==> config.mk <==
export PLATFORM = sky130hd
export DESIGN_NAME = song_reader
export DESIGN_NICKNAME = d
export VERILOG_FILES = /design/src/rtl/song_reader.sv
export SDC_FILE = /design/constraint.sdc
export NUM_CORES = 1
export LEC_CHECK = 0
export CORE_ASPECT_RATIO = 2
export CORE_MARGIN = 1
export CORE_UTILIZATION = 44
export DETAILED_ROUTE_END_ITERATION = 6
export PLACE_DENSITY = 0.89
export SYNTH_ARGS = -nofsm -noshare
export SYNTH_HDL_FRONTEND = slang
export SYNTH_SLANG_ARGS = --single-unit
==> constraint.sdc <==
create_clock -name clk -period 1.75 [get_ports clk]
set_input_delay 0.2625 -clock clk [delete_from_list [all_inputs] [get_ports clk]]
set_output_delay 0.2625 -clock clk [all_outputs]
set_load 0.02 [all_outputs]
==> src/rtl/song_reader.sv <==
// Song ROM walker feeding note_player: fetches {note, duration} entries, issues one load pulse per note,
// and pulses song_done at the end of the song. Define SONG_READER_LOOP_EN to repeat the song instead of stopping.
module song_reader #(
  parameter int SONG_BITS  = 2,
  parameter int INDEX_BITS = 5,
  parameter int NOTE_BITS  = 6
) (
  input  logic                            clk,
  input  logic                            reset,
  input  logic                            play,
  input  logic [SONG_BITS-1:0]            song,
  input  logic                            note_done,
  input  logic [2*NOTE_BITS-1:0]          rom_dout,
  output logic [SONG_BITS+INDEX_BITS-1:0] rom_addr,
  output logic [NOTE_BITS-1:0]            note_to_load,
  output logic [NOTE_BITS-1:0]            duration_to_load,
  output logic                            load_new_note,
  output logic                            song_done
);

  typedef enum logic [2:0] {
    IDLE,
    FETCH,
    LOAD,
    WAIT,
    DONE
  } state_t;

  localparam logic [INDEX_BITS-1:0] LAST_INDEX = '1;

  state_t                  state, state_nxt;
  logic [INDEX_BITS-1:0]   index, index_nxt;
  logic [SONG_BITS-1:0]    song_reg, song_reg_nxt;
  logic [NOTE_BITS-1:0]    note_nxt, duration_nxt;
  logic                    load_nxt, done_nxt;
  logic [NOTE_BITS-1:0]    entry_note, entry_duration;

  assign entry_note     = rom_dout[2*NOTE_BITS-1:NOTE_BITS];
  assign entry_duration = rom_dout[NOTE_BITS-1:0];
  assign rom_addr       = {song_reg, index};

  always_comb begin
    state_nxt    = state;
    index_nxt    = index;
    song_reg_nxt = song_reg;
    note_nxt     = note_to_load;
    duration_nxt = duration_to_load;
    load_nxt     = 1'b0;
    done_nxt     = 1'b0;

    // A song change restarts from the top and outranks every other event
    if (song != song_reg) begin
      song_reg_nxt = song;
      index_nxt    = '0;
      state_nxt    = IDLE;
    end else begin
      case (state)
        IDLE: begin
          if (play) state_nxt = FETCH;
        end
        FETCH: begin
          state_nxt = LOAD;
        end
        LOAD: begin
          if (entry_duration == '0) begin
            done_nxt = 1'b1;
`ifdef SONG_READER_LOOP_EN
            index_nxt = '0;
            state_nxt = FETCH;
`else
            state_nxt = DONE;
`endif
          end else begin
            note_nxt     = entry_note;
            duration_nxt = entry_duration;
            load_nxt     = 1'b1;
            state_nxt    = WAIT;
          end
        end
        WAIT: begin
          // Pause keeps the index so the interrupted note is replayed on resume
          if (!play) begin
            state_nxt = IDLE;
          end else if (note_done && !load_new_note) begin
            if (index == LAST_INDEX) begin
              done_nxt = 1'b1;
`ifdef SONG_READER_LOOP_EN
              index_nxt = '0;
              state_nxt = FETCH;
`else
              state_nxt = DONE;
`endif
            end else begin
              index_nxt = index + INDEX_BITS'(1);
              state_nxt = FETCH;
            end
          end
        end
        DONE: begin
          if (!play) begin
            index_nxt = '0;
            state_nxt = IDLE;
          end
        end
        default: begin
          state_nxt = IDLE;
        end
      endcase
    end
  end

  always_ff @(posedge clk) begin
    if (reset) begin
      state            <= IDLE;
      index            <= '0;
      song_reg         <= song;
      note_to_load     <= '0;
      duration_to_load <= '0;
      load_new_note    <= 1'b0;
      song_done        <= 1'b0;
    end else begin
      state            <= state_nxt;
      index            <= index_nxt;
      song_reg         <= song_reg_nxt;
      note_to_load     <= note_nxt;
      duration_to_load <= duration_nxt;
      load_new_note    <= load_nxt;
      song_done        <= done_nxt;
    end
  end

endmodule

# Word-level counts from Yosys, hierarchy flattened
# Cells that the tools add are included.
[word_totals] inputBits=18 register_bits=24 elab_cells=54
[op_classes] addsub=1 n_reduce_logical=11 eq_ne=12 bitwise=3 muxes=20
[ops] cell="2-to-1 mux 5 bit" count=4
[ops] cell="2-to-1 mux 3 bit" count=6
[ops] cell="one-hot mux 3 bit (5 select lines)" count=1
[ops] cell="inequality test 2 bit (second input constant)" count=5
[ops] cell="one-hot mux 5 bit (2 select lines)" count=1
[ops] cell="== test 3 x 2 -> 1 bit (second input constant)" count=2
[ops] cell="logical NOT 6 bit" count=1
[ops] cell="AND reduction 3 bit" count=2
[ops] cell="adder 5 x 1 -> 5 bit (second input constant)" count=1
[ops] cell="== test 5 bit (second input constant)" count=1
[ops] cell="2-to-1 mux 1 bit" count=5
[ops] cell="AND reduction 5 bit" count=1
[ops] cell="2-to-1 mux 2 bit" count=2
[ops] cell="nonzero test 2 bit" count=2
[ops] cell="== test 3 x 1 -> 1 bit (second input constant)" count=1
[ops] cell="== test 3 bit (second input constant)" count=1
[ops] cell="logical NOT 3 bit" count=1
[ops] cell="inequality test 3 bit (second input constant)" count=1
[ops] cell="inverter 1 bit" count=3
[ops] cell="OR reduction 3 bit" count=1
[ops] cell="inequality test 2 bit" count=1
[ops] cell="one-hot mux 1 bit (2 select lines)" count=1
[ops] cell="OR reduction 2 bit" count=1
[ops] cell="logical AND 1 bit" count=1
[ops] cell="logical NOT 1 bit" count=1

# Logic depth before layout (Yosys ltp)
# Gate-level depths: netlist of run 1.
[logic_depth] word_depth=5 depth_mapped=7 ltp_nobuf=7

# Worst setup path before layout of run 1
# Ideal clock, no wire load.
[synth_timing] path_type="reg-to-reg" from="register index[0]" to="register index[1]" stages_incl_launch_ff=8 t_arrival_ns=1.629 period_less_slack_ns=1.748 setup_ns=0.118 slack_ns=0.002 path_cell_list="dfxtp_1 ha_1 and3_1 ha_1 and4bb_2 and2_1 a22oi_1 nor2_1"
[synth_via] elab_chain_cells=5
[synth_rtl] item="from (decl)" line_no="32" source="logic [INDEX_BITS-1:0] index, index_nxt;"
[synth_rtl] item="from (signal assigned)" line_no="123" source="index <= index_nxt;"
[synth_rtl] item="adder 5 x 1 -> 5 bit" line_no="94" source="index_nxt = index + INDEX_BITS'(1);"
[synth_rtl] item="2-to-1 mux 5 bit" line_no="85" source="if (index == LAST_INDEX) begin"
[synth_rtl] item="2-to-1 mux 5 bit" line_no="84" source="end else if (note_done && !load_new_note) begin"
[synth_rtl] item="2-to-1 mux 5 bit" line_no="82" source="if (!play) begin"
[synth_rtl] item="one-hot mux 5 bit (2 select lines)" line_no="57" source="case (state)"
# Parallel ways exist; a longest one is shown, timed or not. The select of a mux whose other input is x is not followed.
# A chain may end at the register's enable or synchronous reset.

# Final worst setup path of run 1
[layout_timing] from="register index[1]" to="register index[2]"
# The elaborated chain is that of the path after synthesis.

==> results.py, run 1 <==
metrics = {
    "finish": {
        "biggestRegsByFlops": "duration_to_load (6), note_to_load (6), index (5)",
        "final_common_cell": "clkdlybuf4s50_1",
        "nets": 184,
        "fin_cells": 190,
        "antenna_cells": 0,
        "syn_to_final_growth_pct": 50.8,
        "utilization_pct": 71.5,
        "drive_gt1_share_pct": 15.3,
        "regArea_um2": 505,
        "multiInputGateArea_um2": 659,
        "layout_common_cells": "clkdlybuf4s50_1, nand2b_1, dfxtp_1, mux2i_1",
        "fillers": 173,
    },
    "drt": {
        "route.met2.wl_mm": 1.46,
        "vias": 983,
        "wl_per_cell_um": 13.7,
        "route.detailed.drc": 0,
        "viasPerCell": 5.17,
        "drt_pass1_iterations": 4,
        "drt-total-wl_mm": 2.60,
        "highest_layer": "met4",
        "drtIter0Drc": 13,
        "wl_met1_um": 986,
        "route.met3.wl_um": 92,
        "drt.antenna.violating_nets": 0,
    },
    "clocking": {
        "clockRootBuffer": "clkbuf_8",
        "cts.sink_count": 24,
        "clock_path_buffers": 2,
        "clk_latency_ns": 0.27,
        "cts_tree": "done",
        "h-tree-depth": 1,
        "cts_made_buffers": 3,
        "clk_pin_slew_ns": 0.08,
    },
    "setup_path": {
        "cp_top_family": "simple AND/OR/NAND/NOR gates",
        "crit_slowest_cell": "dfxtp_4",
        "crit_top_cell": "ha_4",
        "startpoint_type": "register",
        "critPathBufInv": 0,
        "cp_slowest_stage_delay_ns": 0.37,
        "crit_chain": "ha_4, and3_4, ha_4, and4bb_2, nand3_2, xor2_1, nor3_1",
        "worstReg2RegStart": "index[1]",
        "criticalPathCategory": "reg2reg",
        "startpoint": "index[1]",
        "cp-end-kind": "register",
        "crit_fanout": 4,
        "cp_num_cells": 7,
        "reg2regPathDepth": 7,
        "worstPathRequired_ns": 1.94,
        "critPathArrivalTime_ns": 1.88,
    },
    "synth": {
        "synth-simple-area-share_pct": 29.4,
        "ys_seq_elements": 24,
        "synthXorXnorAreaFrac_pct": 2.30,
        "syn-cell-area_um2": 1140,
        "yosys_warnings": 0,
        "synth_fp_nets": 135,
        "synth_compound_area_share_pct": 8.21,
        "syn_inst": 115,
        "synth_top_area_share_pct": 38.6,
        "ys_seq_area_share_pct": 43.8,
        "synth_top_family_by_area": "simple AND/OR/NAND/NOR gates",
        "synth_fa_ha_area_share_pct": 2.19,
        "yosys.area.top_type": "dfxtp_1",
        "synthMuxAreaShare_pct": 11.4,
        "synth.distinct_cells": 33,
        "synthTopCellsByArea": "dfxtp_1, nand2b_1, mux2i_1",
        "postSynthAreaPerCell_um2": 9.93,
    },
    "timing": {
        "tightest_slew_ns": 0.629,
        "setup_viol": 0,
        "maxSlewViolCount": 0,
        "post-route-period-util_pct": 96.6,
        "tns_ns": 0,
        "finClkSkew_ns": 0.00357,
        "hold_viol_final": 0,
        "period_minus_slack_ns": 1.69,
        "setup_ws_ns": 0.0586,
        "fmax_mhz": 591,
        "relSlewSlack_pct": 57.5,
    },
    "floorplanning": {
        "die_width_um": 38.0,
        "start_util_pct": 47.4,
        "num_rows": 25,
        "die_h_um": 74.1,
        "coreArea_um2": 2410,
        "io_pins": 39,
        "die-area_um2": 2820,
    },
    "global_routing": {
        "grt_max_degree": 25,
        "antenna_found_initial": 0,
        "overflow": 0,
        "grt_usage_pct": 19.7,
        "grt_pass1_wl_mm": 4.02,
        "grt_pass1_vias": 983,
    },
    "power_and_ir_drop": {
        "ir_drop_v": 0.000495,
        "power_mw": 1.02,
        "power_leakage_nw": 0.599,
        "p_per_area_nw_per_um2": 593,
    },
    "hold_path": {
        "hold_start": "note_to_load[4]",
        "min_delay_path_depth": 2,
        "hp-class": "reg2reg",
    },
    "placed_design": {
        "place.gp.congestion": 0.791,
        "dp_hpwl_mm": 2.01,
        "dp_slack_ns": -0.0464,
        "dp_cells": 185,
        "io_buffers": 38,
    },
    "run": {
        "maxCapViolCount": 0,
    },
    "status": {
        "status": "finished, final reports clean",
    },
}
cell families after synthesis:
logic type | after synthesis
mux | 13
buf+inv | 6
fa+ha+maj | 2
compound gates | 14
simple gates | 53
flops | 24
xor+xnor | 3
timing repair:
action	in CTS	in global routing
resized for setup	2	10
pin swaps	0	4
hold buffers	0	0
setup endpoints to repair	1	5
buffers inserted	0	1
cell usage after synthesis:
cell type / instances
nand2b_1: 26
dfxtp_1: 22
mux2i_1: 13
nor2_1: 10
a21oi_1: 4
nand3_1: 4
clkbuf_1: 3
xor2_1: 3
a22oi_1: 2
and2_1: 2
edfxtp_1: 2
ha_1: 2
o21ai_0: 2
a211o_1: 1
a211oi_1: 1
a21boi_1: 1
a21o_1: 1
and3_1: 1
and3b_1: 1
and4bb_2: 1
buf_2: 1
buf_6: 1
inv_1: 1
nand2_1: 1
nand3b_1: 1
nor2b_1: 1
nor3_1: 1
nor3_4: 1
nor4_4: 1
nor4b_1: 1
o211a_1: 1
o21a_1: 1
or3_1: 1
where the power goes:
| part | internal (mW) | switching, mW | leakage, nW |
|---|---|---|---|
| clock network | 0.163 | 0.164 | 0.0228 |
| logic | 0.0764 | 0.0540 | 0.377 |
| registers | 0.559 | 0.00610 | 0.199 |
final cells by class:
type | instances | share of cell area, %
well taps | 27 | 1.96
repair buffers | 49 | 27.6
inverters | 1 | 0.218
flip-flops and latches | 24 | 29.3
clock buffers | 4 | 2.61
multi-input cells | 85 | 38.3
path summary, 6_finish.rpt:
check        slack (ns)         endpoint
max reg2reg        0.06         index[2]
max                0.06         index[2]
min                0.48  note_to_load[4]
min reg2reg        0.48  note_to_load[4]
worst min-delay path, delay by kind of cell (launching register included):
kind / cells / cell delay [ns]
mux: 1 / 0.06
simple gates: 1 / 0.06
flops: 1 / 0.31
through the flow:
step,area [um2],hold slack [ns]
final,1720,0.475
after global routing,1720,0.497
after detailed placement,1620,0.469
after CTS,1670,0.482
after global placement,1620,0.459
after floorplan,1140,0.361
layer usage:
layer  up-vias  track usage (%)
li1        489                -
met1       453             19.7
met2        36             37.5
met3         5            0.896
met4         0             10.7
met5         -                0
Note: power is estimated with default switching activity, not from simulation.
==> run 2, diff against run 1 <==
--- a/config.mk
+++ b/config.mk
@@ -6,7 +6,6 @@
 export NUM_CORES = 1
 export LEC_CHECK = 0
 export CORE_ASPECT_RATIO = 2
-export CORE_MARGIN = 1
 export CORE_UTILIZATION = 44
 export DETAILED_ROUTE_END_ITERATION = 6
 export PLACE_DENSITY = 0.89
==> results of run 2 <==
The final DEF is identical to that of run 1; final timing and power are the same.
